<file path="config.mk">
export PLATFORM = sky130hd
export DESIGN_NAME = apb_multi_master
export DESIGN_NICKNAME = d
export VERILOG_FILES = /design/src/rtl/apb_multi_master.sv
export SDC_FILE = /design/constraint.sdc
export NUM_CORES = 1
export LEC_CHECK = 0
export BUFFER_PORTS_ARGS = -buffer_cell sky130_fd_sc_hd__buf_2
export CORE_ASPECT_RATIO = 0.6
export CORE_UTILIZATION = 54
export DETAILED_ROUTE_END_ITERATION = 12
export PLACE_DENSITY = 0.92
export SYNTH_ARGS = -nofsm -noshare
export SYNTH_HDL_FRONTEND = slang
export SYNTH_SLANG_ARGS = --single-unit
</file>
<file path="constraint.sdc">
create_clock -name clk -period 3.81 [get_ports clk]
set_clock_uncertainty 0.1 [all_clocks]
set_input_delay 0.381 -clock clk [delete_from_list [all_inputs] [get_ports clk]]
set_output_delay 0.381 -clock clk [all_outputs]
set_load 0.01 [all_outputs]
</file>
<file path="src/rtl/apb_multi_master.sv">
`timescale 1ns/1ps
`default_nettype none
// ============================================================================
// Module   : apb_multi_master
// Brief    : Single-request APB master for NUM_SLAVES slaves. Supports
//            programmable wait states, a ready timeout and abort reporting.
// Revision : 1.0 - initial release
// ============================================================================
module apb_multi_master #(
  parameter int DATA_W     = 8,
  parameter int ADDR_W     = 8,
  parameter int NUM_SLAVES = 4,
  parameter int SEL_W      = $clog2(NUM_SLAVES),
  parameter int TIMEOUT    = 16
) (
  input  logic                         clk,
  input  logic                         reset_n,
  input  logic                         start,
  input  logic                         write,
  input  logic [SEL_W-1:0]             sel,
  input  logic [ADDR_W-1:0]            addr,
  input  logic [DATA_W-1:0]            wdata,
  input  logic [7:0]                   wait_cycles,
  output logic [DATA_W-1:0]            rdata,
  output logic                         stable,
  output logic                         error,
  output logic                         busy,
  output logic [NUM_SLAVES-1:0]        psel,
  output logic                         penable,
  output logic                         pwrite,
  output logic [ADDR_W-1:0]            paddr,
  output logic [DATA_W-1:0]            pwdata,
  input  logic [NUM_SLAVES*DATA_W-1:0] prdata,
  input  logic [NUM_SLAVES-1:0]        pready
);

  // The ACCESS counter must reach 255 + TIMEOUT without wrapping.
  localparam int                CNT_W        = $clog2(256 + TIMEOUT);
  localparam logic [SEL_W:0]    c_num_slaves = (SEL_W+1)'(NUM_SLAVES);
  localparam logic [CNT_W-1:0]  c_timeout_m1 = CNT_W'(TIMEOUT - 1);
  localparam logic [NUM_SLAVES-1:0] c_one    = NUM_SLAVES'(1);

  typedef enum logic [1:0] {
    S_IDLE   = 2'd0,
    S_SETUP  = 2'd1,
    S_ACCESS = 2'd2,
    S_DONE   = 2'd3
  } state_t;

  state_t             r_state;
  logic [SEL_W-1:0]   r_sel;
  logic [7:0]         r_wait;
  logic [CNT_W-1:0]   r_cnt;

  logic [DATA_W-1:0]  w_prdata_arr [NUM_SLAVES];
  logic               w_sel_ok;
  logic               w_ready;
  logic               w_waited;
  logic               w_expired;

  generate
    for (genvar k = 0; k < NUM_SLAVES; k++) begin : g_prdata
      assign w_prdata_arr[k] = prdata[k*DATA_W +: DATA_W];
    end
  endgenerate

  // Out-of-range indices can only appear when NUM_SLAVES is not a power of 2.
  assign w_sel_ok  = ({1'b0, sel} < c_num_slaves);
  assign w_ready   = pready[r_sel];
  assign w_waited  = (r_cnt >= CNT_W'(r_wait));
  assign w_expired = (r_cnt == (CNT_W'(r_wait) + c_timeout_m1));

  always_ff @(posedge clk or negedge reset_n) begin
    if (!reset_n) begin
      r_state <= S_IDLE;
      r_sel   <= '0;
      r_wait  <= '0;
      r_cnt   <= '0;
      rdata   <= '0;
      stable  <= 1'b0;
      error   <= 1'b0;
      busy    <= 1'b0;
      psel    <= '0;
      penable <= 1'b0;
      pwrite  <= 1'b0;
      paddr   <= '0;
      pwdata  <= '0;
    end else begin
      stable <= 1'b0;
      error  <= 1'b0;
      case (r_state)
        S_IDLE: begin
          if (start) begin
            if (w_sel_ok) begin
              r_state <= S_SETUP;
              r_sel   <= sel;
              r_wait  <= wait_cycles;
              pwrite  <= write;
              paddr   <= addr;
              pwdata  <= wdata;
              psel    <= c_one << sel;
              busy    <= 1'b1;
            end else begin
              // No slave exists at this index: report without touching the bus.
              r_state <= S_DONE;
              stable  <= 1'b1;
              error   <= 1'b1;
            end
          end
        end
        S_SETUP: begin
          r_state <= S_ACCESS;
          penable <= 1'b1;
          r_cnt   <= '0;
        end
        S_ACCESS: begin
          if (w_waited && w_ready) begin
            if (!pwrite) begin
              rdata <= w_prdata_arr[r_sel];
            end
            r_state <= S_DONE;
            stable  <= 1'b1;
            psel    <= '0;
            penable <= 1'b0;
            busy    <= 1'b0;
          end else if (w_expired) begin
            r_state <= S_DONE;
            stable  <= 1'b1;
            error   <= 1'b1;
            psel    <= '0;
            penable <= 1'b0;
            busy    <= 1'b0;
          end else begin
            r_cnt <= r_cnt + 1'b1;
          end
        end
        S_DONE: begin
          r_state <= S_IDLE;
        end
        default: begin
          r_state <= S_IDLE;
        end
      endcase
    end
  end

endmodule
`default_nettype wire

</file>
Word level (Yosys, flattened, before mapping)

Index checks and enable logic that the tools add are counted.

Bits in registers: 54
Input port bits: 66
Logic and storage cells: 65

Add/sub/neg operators: 2
$lt $le $gt $ge: 3
Eq/ne operators: 8
Shift operators: 1
Multiplexer cells: 26
Bitwise logic cells: 2
Reductions and logical operators: 10

Operators by type and width:

| cell                                                        | number |
|---|---|
| two-way mux 9 bit                                           | 2 |
| one-hot mux 9 bit (2 select lines)                          | 1 |
| binary-select mux 8 bit (select 2 bit)                      | 1 |
| two-way mux 8 bit                                           | 2 |
| two-way mux 4 bit                                           | 3 |
| adder 8 x 4 -> 9 bit (second input constant)                | 1 |
| adder 9 x 1 -> 9 bit (second input constant)                | 1 |
| equality test 9 bit                                         | 1 |
| greater-or-equal comparator 9 x 8 -> 1 bit                  | 1 |
| two-way mux 1 bit                                           | 9 |
| AND reduction 3 bit                                         | 3 |
| one-hot mux 2 bit (4 select lines)                          | 1 |
| one-hot mux 4 bit (2 select lines)                          | 1 |
| two-way mux 2 bit                                           | 3 |
| inequality test 2 bit (second input constant)               | 3 |
| AND reduction 2 bit                                         | 3 |
| equality test 2 bit (second input constant)                 | 2 |
| one-hot mux 1 bit (2 select lines)                          | 2 |
| nonzero test 2 bit                                          | 2 |
| left shift 1 x 2 -> 4 bit (first input constant)            | 1 |
| greater-or-equal comparator 3 bit (second input constant)   | 1 |
| less-than comparator 2 x 3 -> 1 bit (second input constant) | 1 |
| inequality test 3 bit (second input constant)               | 1 |
| NOT 2 -> 3 bit                                              | 1 |
| other kinds (5)                                             | 5 |

Logic depth before layout (Yosys ltp)

Depth after elaboration: 5
Mapped depth: 11
Mapped depth without buffers: 9

Worst setup path after synthesis

No wires, ideal clock.

Path type: reg2reg
From: register r_wait[6]
To: register r_cnt[5]
Arrival: 2.420 ns
Data required time: 3.644 ns
Setup slack: 1.224 ns
Stages on the path, launching flop included: 10
Path through: dfrtp_1 > inv_1 > ha_1 > a2111oi_0 > o21ai_0 > nor2b_1 > a221o_1 > buf_2 > or4_1 > nand2_1

Cells in the longest elaborated chain, start to end: 4
Elaborated cells between the ends (all ways): 7
Classes of those cells: add/sub: 1; order compare: 1; eq/ne: 3; reduce/logical: 2

Ends and longest elaborated chain:

| element                                                                                   | line    | source |
|---|---|---|
| start: declaration                                                                        | 52      | `logic [7:0] r_wait;` |
| start signal: assignment                                                                  | 97      | `r_wait <= wait_cycles;` |
| adder 8 x 4 -> 9 bit / greater-or-equal comparator 9 x 8 -> 1 bit (equally long branches) | 71, 70  |  |
| equality test 9 bit / logical AND 1 bit (equally long branches)                           | 71, 117 |  |
| inequality test 2 bit (no line)                                                           | --      |  |
| AND reduction 3 bit (no line) (*)                                                         | --      |  |
| end signal: assignment                                                                    | 134     | `r_cnt <= r_cnt + 1'b1;` |
| end: declaration                                                                          | 53      | `logic [CNT_W-1:0] r_cnt;` |

Mark *: on every way between the ends. The rest lies on a longest branch, timed or not.
A chain may end at the register's enable or synchronous reset.

Final worst setup path

From: register r_wait[5]
To: register r_cnt[6]

The elaborated chain is that of the path after synthesis.

==> metrics.md <==
| Metric | Value |
|---|---|
| Sequential cell fraction of total power | `0.395` |
| Max-slew violation count | `0` |
| Number of antenna violations at the first check in global routing | `0` |
| Total met2 wirelength after detailed routing | `~3400 um` |
| Max incr delay on CP | `0.53 ns` |
| Total number of vias | `about 2400` |
| Crit-path most repeated cell | `sky130_fd_sc_hd__o21ai_0` |
| Count of unique library cells instantiated by Yosys | `52` |
| Net Count, Synth | `approximately 330` |
| Largest net degree at the start of global routing | `29` |
| CTS H-tree lvls | `2` |
| Portion of the clock cycle consumed by the worst path in the final layout | `0.7802` |
| Final HPWL from detailed placement | `5493 um` |
| Maximum buffer depth of the clock tree | `2` |
| Site Rows | `20` |
| Final RePlAce weighted congestion | `0.8227` |
| Sum of negative setup slack | `0 ns` |
| Fraction of layout instances using a drive strength above 1 | `0.4509` |
| Die Footprint | `5780 um2` |
| Number of enable-type register cells in the synthesized netlist | `0` |
| Number of nets in the layout | `424` |
| Number of clock sinks | `54` |
| Ant. Diodes | `0` |
| F_max | `336.4 MHz` |
| Clock tree from TritonCTS | `built` |
| Max-cap violation count | `0` |
| Average wire length per cell after detail routing | `17.10 um` |
| Number of global-route vias before repair | `2539` |
| Clock-pin slew on the worst setup and hold paths | `0.11 ns` |
| Synthesized instance count | `249` |
| CP Launch Type | `register` |
| Min-delay worst type | `input pin to register` |
| Most common flop cell mapped by yosys | `sky130_fd_sc_hd__dfrtp_1` |
| Global-route wire length before repair | `11870 um` |
| Vias/cell | `5.927` |
| Share of the synthesized area in the top cell type | `0.4574` |
| Int Pwr | `1.573 mW` |
| Syn Area/Cell | `11.86 um2` |
| Number of fillers in the final layout | `361` |
| Final ANT Viol Nets | `0` |
| Clock network latency to the later pin of the worst-skew pair | `0.31 ns` |
| Count of pins on the block boundary | `99` |
| Total setup violations reported at the end of the flow | `0` |
| Max-Slew Margin vs Limit | `0.5004` |
| Top fanout value on the critical path | `11` |
| Number of buffers inserted to repair setup after CTS | `0` |
| Top cells by count, synth | `54 x sky130_fd_sc_hd__dfrtp_1, 35 x sky130_fd_sc_hd__mux2_2, 15 x sky130_fd_sc_hd__inv_1` |
| Number of DRC markers in iteration 0 | `157` |
| Highest metal used | `met4` |
| Net switching power figure | `1.074 mW` |
| Total wirelength of the detailed-routed design | `7045 um` |
| Data arrival time of the worst path | `3.11 ns` |
| Time the worst path needs with I/O delays and setup | `2.973 ns` |
| Dominant cell by count in the synthesized netlist | `sky130_fd_sc_hd__dfrtp_1` |
| Met3 Routed Length | `between 600 and 700 um` |
| CP Cell Sequence | `inv_1 -> ha_1 -> a2111oi_0 -> o21ai_0 -> nor2b_1 -> a221o_1 -> or4_1 -> o21ai_0` |
| Status | `finished, final reports clean` |
| Share of total power in combinational logic | `0.484` |
| Req. time, crit path | `3.94 ns` |
| Post-synth design cell area | `a little under 3000 um2` |
| Power density relative to cell area | `737.2 nW/um2` |
| Reported leakage power | `1.733 nW` |
| Seq/Total Area, Yosys | `0.4574` |
| Slowest stage cell on the critical path | `sky130_fd_sc_hd__a221o_1` |
| Fraction of power spent switching nets | `0.4058` |
| Routed met1 length | `between 2000 and 3000 um` |
| Top cells by area in the synthesized netlist | `sky130_fd_sc_hd__dfrtp_1 46%, sky130_fd_sc_hd__mux2_2 13%, sky130_fd_sc_hd__mux4_2 6.9%` |
| Peak ir drop on the vdd network | `0.4625 mV` |
| Total CTS buffers | `5` |
| Total congestion overflow after global routing | `0` |
| Category of the most critical setup path | `register to register` |
| Final Hold Slack | `about 0.20 ns` |
| Initial cell density of the core | `0.5731` |
| Std-Cell Core Area | `5155 um2` |
| Total DRC errors in the routed layout | `0` |
| Port Buffer Count | `between 90 and 100` |
| Kind of capture point of the worst setup path | `register` |
| Initial DRT Pass Iterations | `4` |
| Transition time of the tightest slew-check pin | `0.7453 ns` |
| Die boundary height | `~59 um` |
| Yosys warnings | `0` |
| Layout Area Growth over Synthesis | `21.52%` |
| GR Util All Layers | `0.2687` |
| RSZ-0062 raised after global routing | `no` |
| Number of failing hold endpoints at the final stage | `0` |
| Share of synthesized flip-flops with an asynchronous set or reset | `1.000` |
| Flip-flop and latch count after synthesis | `54` |
| Root buffer cell | `sky130_fd_sc_hd__clkbuf_8` |
| Largest area contributor in the synthesized netlist | `sky130_fd_sc_hd__dfrtp_1` |
| Relative contribution of the clock network to total power | `0.121` |
| Horizontal die dimension | `97.49 um` |
| Overall Power | `roughly 2.6 mW` |
-- stage by stage --
stage	setup slack, ns	std cells	instance area [um2]	util
6_report	0.8373	412	3590	0.6964
4_1_cts	0.8731	412	3590	0.6964
3_5_place_dp	0.8865	404	3497	0.6784
2_1_floorplan	1.224	249	2954	-
3_3_place_gp	1.055	404	3497	0.6784
5_1_grt	0.6740	412	3590	0.6964
-- worst paths after layout --
| check | start | end | slack, ns | cells past startpoint |
|---|---|---|---|---|
| worst max register to register | r_wait[5] | r_cnt[6] | 0.84 | 8 |
| worst max-delay path | r_wait[5] | r_cnt[6] | 0.84 | 8 |
| min in group asynchronous | reset_n | pwdata[2] | 0.51 | 2 |
| worst min register to register | psel[3] | psel[3] | 0.40 | 1 |
| max in group asynchronous | reset_n | r_wait[1] | 2.31 | 3 |
| worst min-delay path | sel[1] | psel[1] | 0.20 | 2 |
-- state kept, by name (all words and copies together) (netlist names) --
register,flops
busy,1
error,1
paddr,8
penable,1
psel,4
pwdata,8
pwrite,1
r_cnt,9
r_sel,2
r_state,2
r_wait,8
rdata,8
stable,1
-- cells in the final DEF (no fill, tap or decap), types with 3 or more instances in the layout --
cell type	n
sky130_fd_sc_hd__a31oi_1	3
sky130_fd_sc_hd__buf_2	98
sky130_fd_sc_hd__and3_1	3
sky130_fd_sc_hd__o211ai_1	6
sky130_fd_sc_hd__nand2b_1	4
sky130_fd_sc_hd__inv_1	15
sky130_fd_sc_hd__o31ai_1	4
sky130_fd_sc_hd__nor3_1	6
sky130_fd_sc_hd__xor2_1	3
sky130_fd_sc_hd__or4_1	3
sky130_fd_sc_hd__xnor2_1	3
sky130_fd_sc_hd__nor2_1	9
sky130_fd_sc_hd__nand2_1	14
sky130_fd_sc_hd__a21oi_1	3
sky130_fd_sc_hd__o21a_1	3
sky130_fd_sc_hd__mux2_2	35
sky130_fd_sc_hd__nand3_1	6
sky130_fd_sc_hd__dfrtp_1	54
sky130_fd_sc_hd__o21ai_0	5
sky130_fd_sc_hd__mux4_2	9
sky130_fd_sc_hd__ha_1	12
sky130_fd_sc_hd__clkbuf_8	5
sky130_fd_sc_hd__nor3b_1	3
-- layout make-up --
| cell class | instances | area, um2 | area share |
|---|---|---|---|
| multi-input cells | 169 | 1501 | 0.4183 |
| flip-flops and latches | 54 | 1351 | 0.3764 |
| repair buffers | 101 | 515.5 | 0.1436 |
| well taps | 66 | 82.58 | 0.02300 |
| clock buffers | 5 | 68.82 | 0.01917 |
| inverters | 15 | 56.30 | 0.01568 |
| clock inverters | 2 | 13.76 | 0.003834 |
-- per-layer routing --
metal | global-route usage | vias up
met5 | 0 | -
met2 | 0.4645 | 119
met3 | 0.05542 | 8
met4 | 0.08403 | 0
li1 | - | 1125
met1 | 0.3500 | 1190
-- critical path: cells and delay by family, from the launching register on --
kind                     cells  cell delay [ns]
flip-flops                   1             0.52
AO/OA/AOI/OAI                4             1.18
buffers and inverters        1             0.15
AND/OR/NAND/NOR              2             0.73
adder cells (fa/ha/maj)      1             0.22
-- timing repair --
item                      4_1_cts  5_1_grt
hold buffers                    1        0
hold endpoints to repair       27        0
resized for setup               0        0
-- cell families after synthesis --
family | Yosys count | synth area share
buffers and inverters | 26 | 0.03431
XOR/XNOR | 6 | 0.01779
adder cells (fa/ha/maj) | 12 | 0.05082
multiplexers | 45 | 0.2054
flip-flops | 54 | 0.4574
AO/OA/AOI/OAI | 42 | 0.1139
AND/OR/NAND/NOR | 64 | 0.1203
-- power groups by stage --
| stage | Combinational (mW) | Sequential, mW | Clock [mW] |
|---|---|---|---|
| floorplan | 0.880 | 1.04 | 0 |
| global placement | 1.21 | 1.03 | 0 |
| detailed placement | 1.27 | 1.06 | 0 |
| CTS | 1.28 | 1.04 | 0.318 |
| global route | 1.41 | 1.09 | 0.342 |
| finish | 1.28 | 1.04 | 0.320 |
Note: power is estimated with default switching activity, not from simulation.
